$ cat src/rtl/neur_pkg.sv
// Shared types and per-precision constants for the neural-unit SIMD multiply responder.
package neur_pkg;

    typedef enum logic [1:0] {
        NEUR_W16  = 2'b00,
        NEUR_W8   = 2'b01,
        NEUR_W4   = 2'b10,
        NEUR_RSVD = 2'b11
    } neur_mode_e;

    typedef enum logic [1:0] {
        ST_IDLE,
        ST_COMPUTE,
        ST_DONE
    } neur_state_e;

    localparam logic [2:0] LPC_W16 = 3'd1;
    localparam logic [2:0] LPC_W8  = 3'd2;
    localparam logic [2:0] LPC_W4  = 3'd4;

    localparam int ELEM_W16 = 16;
    localparam int ELEM_W8  = 8;
    localparam int ELEM_W4  = 4;

    function automatic logic [2:0] lanes_per_cycle(input neur_mode_e mode);
        case (mode)
            NEUR_W8: lanes_per_cycle = LPC_W8;
            NEUR_W4: lanes_per_cycle = LPC_W4;
            default: lanes_per_cycle = LPC_W16;
        endcase
    endfunction

    function automatic int elem_width(input neur_mode_e mode);
        case (mode)
            NEUR_W8: elem_width = ELEM_W8;
            NEUR_W4: elem_width = ELEM_W4;
            default: elem_width = ELEM_W16;
        endcase
    endfunction

    function automatic logic [2:0] compute_cycles(input neur_mode_e mode);
        case (mode)
            NEUR_W8: compute_cycles = 3'd2;
            NEUR_W4: compute_cycles = 3'd1;
            default: compute_cycles = 3'd4;
        endcase
    endfunction

    // Reserved encoding behaves as full 16-bit precision.
    function automatic neur_mode_e norm_mode(input neur_mode_e mode);
        norm_mode = (mode == NEUR_RSVD) ? NEUR_W16 : mode;
    endfunction

endpackage

$ cat src/rtl/neur_lane_mul.sv
// Combinational slice of the dot product: signed sum of the lane products
// selected for one compute step (1, 2 or 4 lanes starting at lane_idx).
module neur_lane_mul
    import neur_pkg::*;
#(
    parameter int NUM_LANES = 4,
    parameter int LANE_W    = 16,
    parameter int RES_W     = 32
) (
    input  logic [NUM_LANES-1:0][LANE_W-1:0] oper_a,
    input  logic [NUM_LANES-1:0][LANE_W-1:0] oper_b,
    input  neur_mode_e                       mode,
    input  logic [1:0]                       lane_idx,
    output logic [RES_W-1:0]                 lane_sum
);

    int                                ext_shift;
    logic [2:0]                        lane_lo;
    logic [2:0]                        lane_hi;
    logic [NUM_LANES-1:0]              lane_sel;
    logic [NUM_LANES-1:0][RES_W-1:0]   lane_prod;

    // Sign extension from the element width is a left-align then arithmetic right shift.
    assign ext_shift = LANE_W - elem_width(mode);
    assign lane_lo   = {1'b0, lane_idx};
    assign lane_hi   = lane_lo + lanes_per_cycle(mode);

    genvar gi;
    generate
        for (gi = 0; gi < NUM_LANES; gi++) begin : g_lane
            localparam logic [2:0] LANE_ID = 3'(gi);
            logic signed [LANE_W-1:0]   a_ext;
            logic signed [LANE_W-1:0]   b_ext;
            logic signed [2*LANE_W-1:0] prod_full;

            always_comb begin
                a_ext = $signed(oper_a[gi] << ext_shift) >>> ext_shift;
                b_ext = $signed(oper_b[gi] << ext_shift) >>> ext_shift;
            end

            assign prod_full     = a_ext * b_ext;
            assign lane_prod[gi] = RES_W'(prod_full);
            assign lane_sel[gi]  = (LANE_ID >= lane_lo) && (LANE_ID < lane_hi);
        end
    endgenerate

    always_comb begin
        lane_sum = '0;
        for (int i = 0; i < NUM_LANES; i++) begin
            if (lane_sel[i]) begin
                lane_sum = lane_sum + lane_prod[i];
            end
        end
    end

endmodule

$ cat src/rtl/neur_simd_mul_unit.sv
// Neural-unit multiply responder: accepts four packed lane pairs and returns their
// signed dot product, iterating by precision and stalling while the core owns the array.
module neur_simd_mul_unit
    import neur_pkg::*;
#(
    parameter int NUM_LANES = 4,
    parameter int LANE_W    = 16,
    parameter int RES_W     = 32
) (
    input  logic              clk_i,
    input  logic              rst_ni,
    input  logic              neur_mul_en_i,
    input  logic [1:0]        neur_mode_i,
    input  logic [LANE_W-1:0] neur_oper_a0_i,
    input  logic [LANE_W-1:0] neur_oper_a1_i,
    input  logic [LANE_W-1:0] neur_oper_a2_i,
    input  logic [LANE_W-1:0] neur_oper_a3_i,
    input  logic [LANE_W-1:0] neur_oper_b0_i,
    input  logic [LANE_W-1:0] neur_oper_b1_i,
    input  logic [LANE_W-1:0] neur_oper_b2_i,
    input  logic [LANE_W-1:0] neur_oper_b3_i,
    input  logic              cpu_mult_busy_i,
    output logic              neur_mul_ready_o,
    output logic              neur_mul_valid_o,
    output logic [RES_W-1:0]  neur_mul_res_o,
    output logic              neur_mul_overrun_o
);

    localparam logic [2:0] LANES_TOTAL = 3'(NUM_LANES);

    neur_state_e                      state_reg, state_next;
    neur_mode_e                       mode_reg, mode_next;
    logic [NUM_LANES-1:0][LANE_W-1:0] a_reg, a_next;
    logic [NUM_LANES-1:0][LANE_W-1:0] b_reg, b_next;
    logic [NUM_LANES-1:0][LANE_W-1:0] a_in, b_in;
    logic [RES_W-1:0]                 acc_reg, acc_next;
    logic [RES_W-1:0]                 res_reg, res_next;
    logic [2:0]                       cnt_reg, cnt_next;
    logic [2:0]                       lpc;
    logic [2:0]                       cnt_adv;
    logic [RES_W-1:0]                 lane_sum;
    logic [RES_W-1:0]                 acc_sum;
    logic                             ready;
    logic                             accept;

    assign a_in = {neur_oper_a3_i, neur_oper_a2_i, neur_oper_a1_i, neur_oper_a0_i};
    assign b_in = {neur_oper_b3_i, neur_oper_b2_i, neur_oper_b1_i, neur_oper_b0_i};

    assign ready   = (state_reg == ST_IDLE) || (state_reg == ST_DONE);
    assign accept  = neur_mul_en_i && ready;
    assign lpc     = lanes_per_cycle(mode_reg);
    assign cnt_adv = cnt_reg + lpc;
    assign acc_sum = acc_reg + lane_sum;

    neur_lane_mul #(
        .NUM_LANES (NUM_LANES),
        .LANE_W    (LANE_W),
        .RES_W     (RES_W)
    ) u_lane_mul (
        .oper_a   (a_reg),
        .oper_b   (b_reg),
        .mode     (mode_reg),
        .lane_idx (cnt_reg[1:0]),
        .lane_sum (lane_sum)
    );

    always_comb begin
        state_next = state_reg;
        mode_next  = mode_reg;
        a_next     = a_reg;
        b_next     = b_reg;
        acc_next   = acc_reg;
        cnt_next   = cnt_reg;
        res_next   = res_reg;

        case (state_reg)
            ST_IDLE:    state_next = neur_mul_en_i ? ST_COMPUTE : ST_IDLE;
            ST_DONE:    state_next = neur_mul_en_i ? ST_COMPUTE : ST_IDLE;
            ST_COMPUTE: begin
                // The shared multiplier array belongs to the core while busy.
                if (!cpu_mult_busy_i) begin
                    acc_next = acc_sum;
                    cnt_next = cnt_adv;
                    if (cnt_adv >= LANES_TOTAL) begin
                        res_next   = acc_sum;
                        state_next = ST_DONE;
                    end
                end
            end
            default:    state_next = ST_IDLE;
        endcase

        if (accept) begin
            mode_next = norm_mode(neur_mode_e'(neur_mode_i));
            a_next    = a_in;
            b_next    = b_in;
            acc_next  = '0;
            cnt_next  = '0;
        end
    end

    always_ff @(posedge clk_i or negedge rst_ni) begin
        if (!rst_ni) begin
            state_reg <= ST_IDLE;
            mode_reg  <= NEUR_W16;
            a_reg     <= '0;
            b_reg     <= '0;
            acc_reg   <= '0;
            cnt_reg   <= '0;
            res_reg   <= '0;
        end else begin
            state_reg <= state_next;
            mode_reg  <= mode_next;
            a_reg     <= a_next;
            b_reg     <= b_next;
            acc_reg   <= acc_next;
            cnt_reg   <= cnt_next;
            res_reg   <= res_next;
        end
    end

    assign neur_mul_ready_o   = ready;
    assign neur_mul_valid_o   = (state_reg == ST_DONE);
    assign neur_mul_res_o     = res_reg;
    assign neur_mul_overrun_o = neur_mul_en_i && (state_reg == ST_COMPUTE);

endmodule

$ cat config.mk
export PLATFORM = sky130hd
export DESIGN_NAME = neur_simd_mul_unit
export DESIGN_NICKNAME = d
export VERILOG_FILES = /design/src/rtl/neur_pkg.sv /design/src/rtl/neur_lane_mul.sv /design/src/rtl/neur_simd_mul_unit.sv
export SDC_FILE = /design/constraint.sdc
export NUM_CORES = 2
export LEC_CHECK = 0
export BUFFER_PORTS_ARGS = -buffer_cell sky130_fd_sc_hd__buf_4
export CORE_AREA = 2 2 301 303
export CTS_CLUSTER_DIAMETER = 60
export DETAILED_ROUTE_END_ITERATION = 8
export DIE_AREA = 0 0 303 305
export HOLD_SLACK_MARGIN = 0.03
export PLACE_DENSITY = 0.85
export SLEW_MARGIN = 0
export SYNTH_ARGS = -nofsm -noshare
export SYNTH_HDL_FRONTEND = slang
export SYNTH_SLANG_ARGS = --single-unit
export TNS_END_PERCENT = 20
$ cat constraint.sdc
create_clock -name clk_i -period 18.59 [get_ports clk_i]
set_input_delay 0.9295 -clock clk_i [delete_from_list [all_inputs] [get_ports clk_i]]
set_output_delay 0.9295 -clock clk_i [all_outputs]
set_load 0.05 [all_outputs]
## After elaboration in Yosys (flattened, before gate mapping)

Index checks and enable logic that the tools add are counted.

| cells by class | value |
|---|---|
| shifts and indexed selects | 16 |
| multiply operators | 4 |
| mux-type cells | 17 |
| add/sub/neg operators | 7 |
| magnitude comparators | 9 |
| reductions and logical operators | 13 |
| eq/ne operators | 8 |
| bitwise logic cells | 1 |

Operators by type and width:

| operator | count |
|---|---|
| << shifter 16 x 32 -> 16 bit | 8 |
| >>> shifter 16 x 32 -> 16 bit | 8 |
| two-way mux 32 bit | 7 |
| adder 32 bit | 4 |
| multiplier 16 x 16 -> 32 bit | 4 |
| case mux 5 bit (2 select lines) | 1 |
| two-way mux 3 bit | 3 |
| equality test 2 bit (second input constant) | 3 |
| logical AND 1 bit | 6 |
| < comparator 1 x 3 -> 1 bit (first input constant) | 2 |
| < comparator 2 x 3 -> 1 bit (first input constant) | 2 |
| two-way mux 2 bit | 3 |
| case mux 3 bit (2 select lines) | 1 |
| subtractor 5 x 5 -> 6 bit (first input constant) | 1 |
| equality test 2 x 1 -> 1 bit (second input constant) | 2 |
| greater-or-equal comparator 1 x 2 -> 1 bit (first input constant) | 2 |
| greater-or-equal comparator 2 bit (first input constant) | 2 |
| != test 2 bit (second input constant) | 2 |
| case mux 2 bit (2 select lines) | 1 |
| AND reduction 2 bit | 2 |
| adder 2 x 3 -> 3 bit | 1 |
| adder 3 bit | 1 |
| greater-or-equal comparator 3 bit (second input constant) | 1 |
| AND reduction 3 bit | 1 |
| other kinds (7) | 7 |

| storage, ports and cells | value |
|---|---|
| register bits after elaboration | 199 |
| word-level logic and storage cells | 88 |
| output and inout port bits | 35 |
| input bits | 134 |

## Longest topological paths before layout

| depth | value |
|---|---|
| depth after elaboration | 17 |
| mapped depth | 96 |

## Cells and area by module

A second synthesis with hierarchy kept.

| unflattened totals | value |
|---|---|
| cell total of the unflattened synthesis | 5970 |
| area total of the unflattened synthesis | 53152.2 um^2 |

Modules (own cells, without submodules):

| module | sequential area each (um^2) | times used | cells an instance | area an instance (um^2) |
|---|---|---|---|---|
| neur_lane_mul | 0.0 | 1 | 4935 | 43980.9 |
| neur_simd_mul_unit | 4979.8 | 1 | 1035 | 9171.3 |

## Worst setup path after synthesis

OpenSTA, ideal clock, no wires.

| timing path | value |
|---|---|
| path kind | register to register |
| start | register mode_reg[0] |
| end | register res_reg[30] (netlist: neur_mul_res_o[30]) |
| data required time | 18458 ps |
| setup slack | -1922 ps |
| cell stages (with the launch flop) | 83 |
| library setup time | 132 ps |
| period minus slack after synthesis | 20512 ps |
| arrival time | 20380 ps |
| path buffers | 6 |
| path through | dfrtp_1 -> inv_1 -> ha_1 -> clkbuf_1 -> buf_2 -> buf_2 -> buf_1 -> a21oi_1 -> o21ai_1 -> clkbuf_1 -> nand2_1 -> fa_1 -> fa_1 -> fa_1 -> inv_1 -> fa_1 -> fa_1 -> inv_1 -> [... 47 more ...] -> o21bai_1 -> a21oi_1 -> nand2b_1 -> or4b_1 -> a21oi_1 -> nor2_1 -> a21o_1 -> a21oi_1 -> xnor2_1 -> mux2_2 -> ha_1 -> a21oi_1 -> nor2b_1 -> or2_2 -> o41ai_1 -> o21ai_0 -> xnor2_1 -> o21ai_0 |

| between the ends | value |
|---|---|
| word-level cells in the longest chain between the ends | 14 |

Ends and longest elaborated chain:

| item | RTL line | text |
|---|---|---|
| start, declared | neur_simd_mul_unit.sv:32 | `neur_mode_e mode_reg, mode_next;` |
| start signal, assigned | neur_simd_mul_unit.sv:113 | `mode_reg <= mode_next;` |
| equality test 2 bit / equality test 2 x 1 -> 1 bit (equally long branches) | neur_pkg.sv:26, neur_pkg.sv:34 |  |
| case mux 5 bit (2 select lines) | neur_pkg.sv:34 | `case (mode)` |
| subtractor 5 x 5 -> 6 bit | neur_lane_mul.sv:24 | `assign ext_shift = LANE_W - elem_width(mode);` |
| << shifter 16 x 32 -> 16 bit (on tied branches) | neur_lane_mul.sv:37, neur_lane_mul.sv:38 |  |
| >>> shifter 16 x 32 -> 16 bit (on tied branches) | neur_lane_mul.sv:37, neur_lane_mul.sv:38 |  |
| multiplier 16 x 16 -> 32 bit | neur_lane_mul.sv:41 | `assign prod_full = a_ext * b_ext;` |
| two-way mux 32 bit | neur_lane_mul.sv:50 | `if (lane_sel[i]) begin` |
| adder 32 bit | neur_lane_mul.sv:51 | `lane_sum = lane_sum + lane_prod[i];` |
| two-way mux 32 bit | neur_lane_mul.sv:50 |  |
| adder 32 bit | neur_lane_mul.sv:51 |  |
| two-way mux 32 bit | neur_lane_mul.sv:50 |  |
| adder 32 bit | neur_lane_mul.sv:51 |  |
| two-way mux 32 bit | neur_lane_mul.sv:50 |  |
| adder 32 bit | neur_simd_mul_unit.sv:53 | `assign acc_sum = acc_reg + lane_sum;` |
| end signal, assigned | neur_simd_mul_unit.sv:118 | `res_reg <= res_next;` |
| end, declared | neur_simd_mul_unit.sv:37 | `logic [RES_W-1:0] res_reg, res_next;` |

Parallel ways exist; a longest one is shown, timed or not.
A chain may end at the register's enable or synchronous reset.

## Final worst setup path

| timing path | value |
|---|---|
| start | register mode_reg[1] |
| end | register acc_reg[31] |

| between the ends | value |
|---|---|
| word-level cells in the longest chain between the ends | 17 |

Ends and longest elaborated chain:

| item | RTL line | text |
|---|---|---|
| equality test 2 bit / equality test 2 x 1 -> 1 bit (equally long branches) | neur_pkg.sv:26, neur_pkg.sv:34 |  |
| case mux 5 bit (2 select lines) | neur_pkg.sv:34 |  |
| subtractor 5 x 5 -> 6 bit | neur_lane_mul.sv:24 |  |
| << shifter 16 x 32 -> 16 bit (on tied branches) | neur_lane_mul.sv:37, neur_lane_mul.sv:38 |  |
| >>> shifter 16 x 32 -> 16 bit (on tied branches) | neur_lane_mul.sv:37, neur_lane_mul.sv:38 |  |
| multiplier 16 x 16 -> 32 bit | neur_lane_mul.sv:41 |  |
| two-way mux 32 bit | neur_lane_mul.sv:50 |  |
| adder 32 bit | neur_lane_mul.sv:51 |  |
| two-way mux 32 bit | neur_lane_mul.sv:50 |  |
| adder 32 bit | neur_lane_mul.sv:51 |  |
| two-way mux 32 bit | neur_lane_mul.sv:50 |  |
| adder 32 bit | neur_lane_mul.sv:51 |  |
| two-way mux 32 bit (*) | neur_lane_mul.sv:50 |  |
| adder 32 bit (*) | neur_simd_mul_unit.sv:53 |  |
| two-way mux 32 bit (*) | neur_simd_mul_unit.sv:81 | `if (!cpu_mult_busy_i) begin` |
| two-way mux 32 bit (*) | neur_simd_mul_unit.sv:76 | `case (state_reg)` |
| two-way mux 32 bit (*) | neur_simd_mul_unit.sv:93 | `if (accept) begin` |
| end signal, assigned | neur_simd_mul_unit.sv:116 | `acc_reg <= acc_next;` |
| end, declared | neur_simd_mul_unit.sv:36 | `logic [RES_W-1:0] acc_reg, acc_next;` |

Mark *: on every way between the ends. The rest lies on a longest branch, timed or not. The select of a mux whose other input is x is not followed.

==> impl_metrics.yaml <==
floorplanning:
  start_util_pct: 59.3
  dieArea_um2: 92400
  row_count: 110
  fp.coreArea_um2: 89300
  die_y_um: 305
  die_w_um: 303
  ioPinCount: 169
worst_setup_path:
  cp_slowest_cell: "fa_1"
  reg2reg_setup_slack_ps: -1480
  slowest_delay_ps: 540
  start_kind: "register"
  arrival_ps: 20440
  timing_worst_setup_path_type: "register to register"
  path_max_fanout: 8
  crit_top_cell: "fa_1"
  worstPathRequired_ps: 18960
  endpoint_kind: "register"
synthesis:
  syn_inst: 5963
  synth_common_cells: "inv_1 (1188), nand2_1 (1149), fa_1 (1144)"
  yosysSeqAreaShare_pct: 9.40
  synth_top_cell_by_area: "fa_1"
  ys_types: 79
  syn_avg_cell_area_um2: 8.89
  async_flop_share_pct: 100
  synth.most_common_cell: "inv_1"
  synthTopCellsByArea: "fa_1 (43%), ha_1 (9.6%), dfrtp_1 (9.4%)"
  synth_edf_count: 0
  ys_warn_count: 0
  syn_nets: 7648
  synth_top_cell_area_share_pct: 43.2
  yosys_most_used_dff: "dfrtp_1"
  ys_ff_latch: 199
  synth_area_um2: 53000
placement:
  dp_slack_ps: -1570
  routabilityCongestion: 1.00
  place_hpwl_um: 131000
  port_buffers: 168
global_route:
  antenna_found_initial: 3
  grt_pass1_wl_um: 255000
  grt_max_degree: 87
  grt_pass1_vias: 47500
  grt-ovfl-total: 0
  grtUsageTotal_pct: 35.6
clock_tree:
  clkLatencyLatePin_ps: 550
  cts_tree: "built"
  cts_buffers: 17
  clk_pin_slew_ps: 100
  cts_sinks: 199
  cts_max_level: 4
  root_buffer: "clkbuf_16"
  ctsHoldBuffers: 0
  cts_max_path_buffers: 2
timing:
  fin_ws_ps: -1480
  slew_viol_final: 0
  skew_ps: 37.4
  max_slew.worst_pin.slew_ps: 1220
  finalHoldViolations: 0
  max_freq_mhz: 49.8
  period_share_pct: 108
  fin_crit_ps: 20070
  rsz0062_at_grt: "true"
  setup_viol: 31
  relSlewSlack_pct: 18.3
outcome:
  status: "finished with violations"
  failed_checks: "design-rule violations, negative setup slack"
run:
  drv_cap: 0
drt:
  totalWireLength_um: 161000
  ant_nets: 0
  drt_iter0_drc: 4200
  post-route-drc-count: 28
  dr.pass1.iters: 8
  wl_per_cell_um: 20.7
  vias: 44600
  via_per_inst: 5.74
layout:
  drive_gt1_share_pct: 17.8
  syn_to_final_growth_pct: 17.3
  fin_nets: 8263
worst_hold_path:
  hold_path_class: "input pin to async pin"
[logic make-up (layout without fill, tap and decap cells)]
| group | after synthesis | in the layout | synth area share [%] |
|---|---|---|---|
| and+or+nand+nor | 1952 | 1952 | 16.5 |
| adders and majority gates | 1551 | 1551 | 52.8 |
| buffers and inverters | 1401 | 2028 | 9.93 |
| AOI/OAI and AO/OA | 648 | 648 | 7.59 |
| DFF | 199 | 199 | 9.40 |
| xor gates and xnor gates | 169 | 169 | 2.83 |
| muxes | 43 | 43 | 0.956 |
| other | 0 | 1 | 0 |
[final timing paths]
| kind | startpoint | end | cells past startpoint |
|---|---|---|---|
| max | mode_reg[1] | acc_reg[31] | 80 |
| min | rst_ni | neur_mul_res_o[20] | 1 |
| max reg2reg | mode_reg[1] | acc_reg[31] | 80 |
| min reg2reg | b_reg[43] | b_reg[43] | 2 |
| max in group asynchronous | rst_ni | a_reg[5] | 2 |
| min in group clk_i | b_reg[43] | b_reg[43] | 2 |
[metal layers]
layer | wire length, um | global-route usage [%]
met3 | 17600 | 8.49
met2 | 73600 | 55.8
met4 | 9540 | 16.3
met5 | 17 | 0
met1 | 60300 | 47.1
[critical path, delay by kind of cell, from the launching register on]
kind	cells	cell delay, ps
compound gates	18	3340
xor+xnor	5	720
fa+ha+maj	27	11350
buf+inv	15	1220
flops	1	430
mux	2	610
simple gates	13	2240
[metrics by stage]
step / cells / util, % / TNS, ps / hold slack [ps] / cell area (um2)
2_1_floorplan: 5963 / - / -4120 / 437 / 53600
3_3_place_gp: 7665 / 66.9 / -17950 / 450 / 59800
3_5_place_dp: 7665 / 66.9 / -29200 / 459 / 59800
4_1_cts: 7725 / 68.4 / -20090 / 397 / 61100
5_1_grt: 7766 / 69.6 / -50550 / 434 / 62200
6_report: 7767 / 69.6 / -25160 / 392 / 62200
[layout by cell type (no fill, tap or decap), drive strengths merged, types with 7 or more instances in the layout]
master | Yosys | layout
a211oi | 20 | 20
a21boi | 7 | 7
a21o | 78 | 78
a21oi | 191 | 191
a31oi | 16 | 16
and2 | 263 | 263
and3 | 37 | 37
buf | 15 | 808
clkbuf | 197 | 17
dfrtp | 199 | 199
fa | 1144 | 1144
ha | 407 | 407
inv | 1189 | 1195
mux2 | 31 | 31
mux2i | 9 | 9
nand2 | 1151 | 1151
nand2b | 52 | 52
nand3 | 51 | 51
nand3b | 9 | 9
nand4 | 12 | 12
nor2 | 226 | 226
nor2b | 80 | 80
nor3 | 33 | 33
nor3b | 8 | 8
o211ai | 15 | 15
o21a | 42 | 42
o21ai | 195 | 195
o21bai | 22 | 22
o31ai | 15 | 15
or2 | 9 | 9
xnor2 | 125 | 125
xor2 | 43 | 43
[area by class of cell]
class / count / area [um2]
inverters: 1189 / 4470
fillers: 6224 / 27100
well taps: 1176 / 1470
clock inverters: 14 / 178
multi-input cells: 4363 / 44500
flip-flops and latches: 199 / 4980
repair buffers: 808 / 6160
clock buffers: 17 / 425
diodes: 1 / 2.50
[what timing repair did]
action,CTS,global route
gates cloned,0,1
endpoints found under the setup margin,34,42
pin swaps,94,94
gates resized for setup,104,171
buffers inserted,33,40
Power is not shown: default switching activity piles up to over one toggle a cycle in this logic, so the estimate is an artifact.
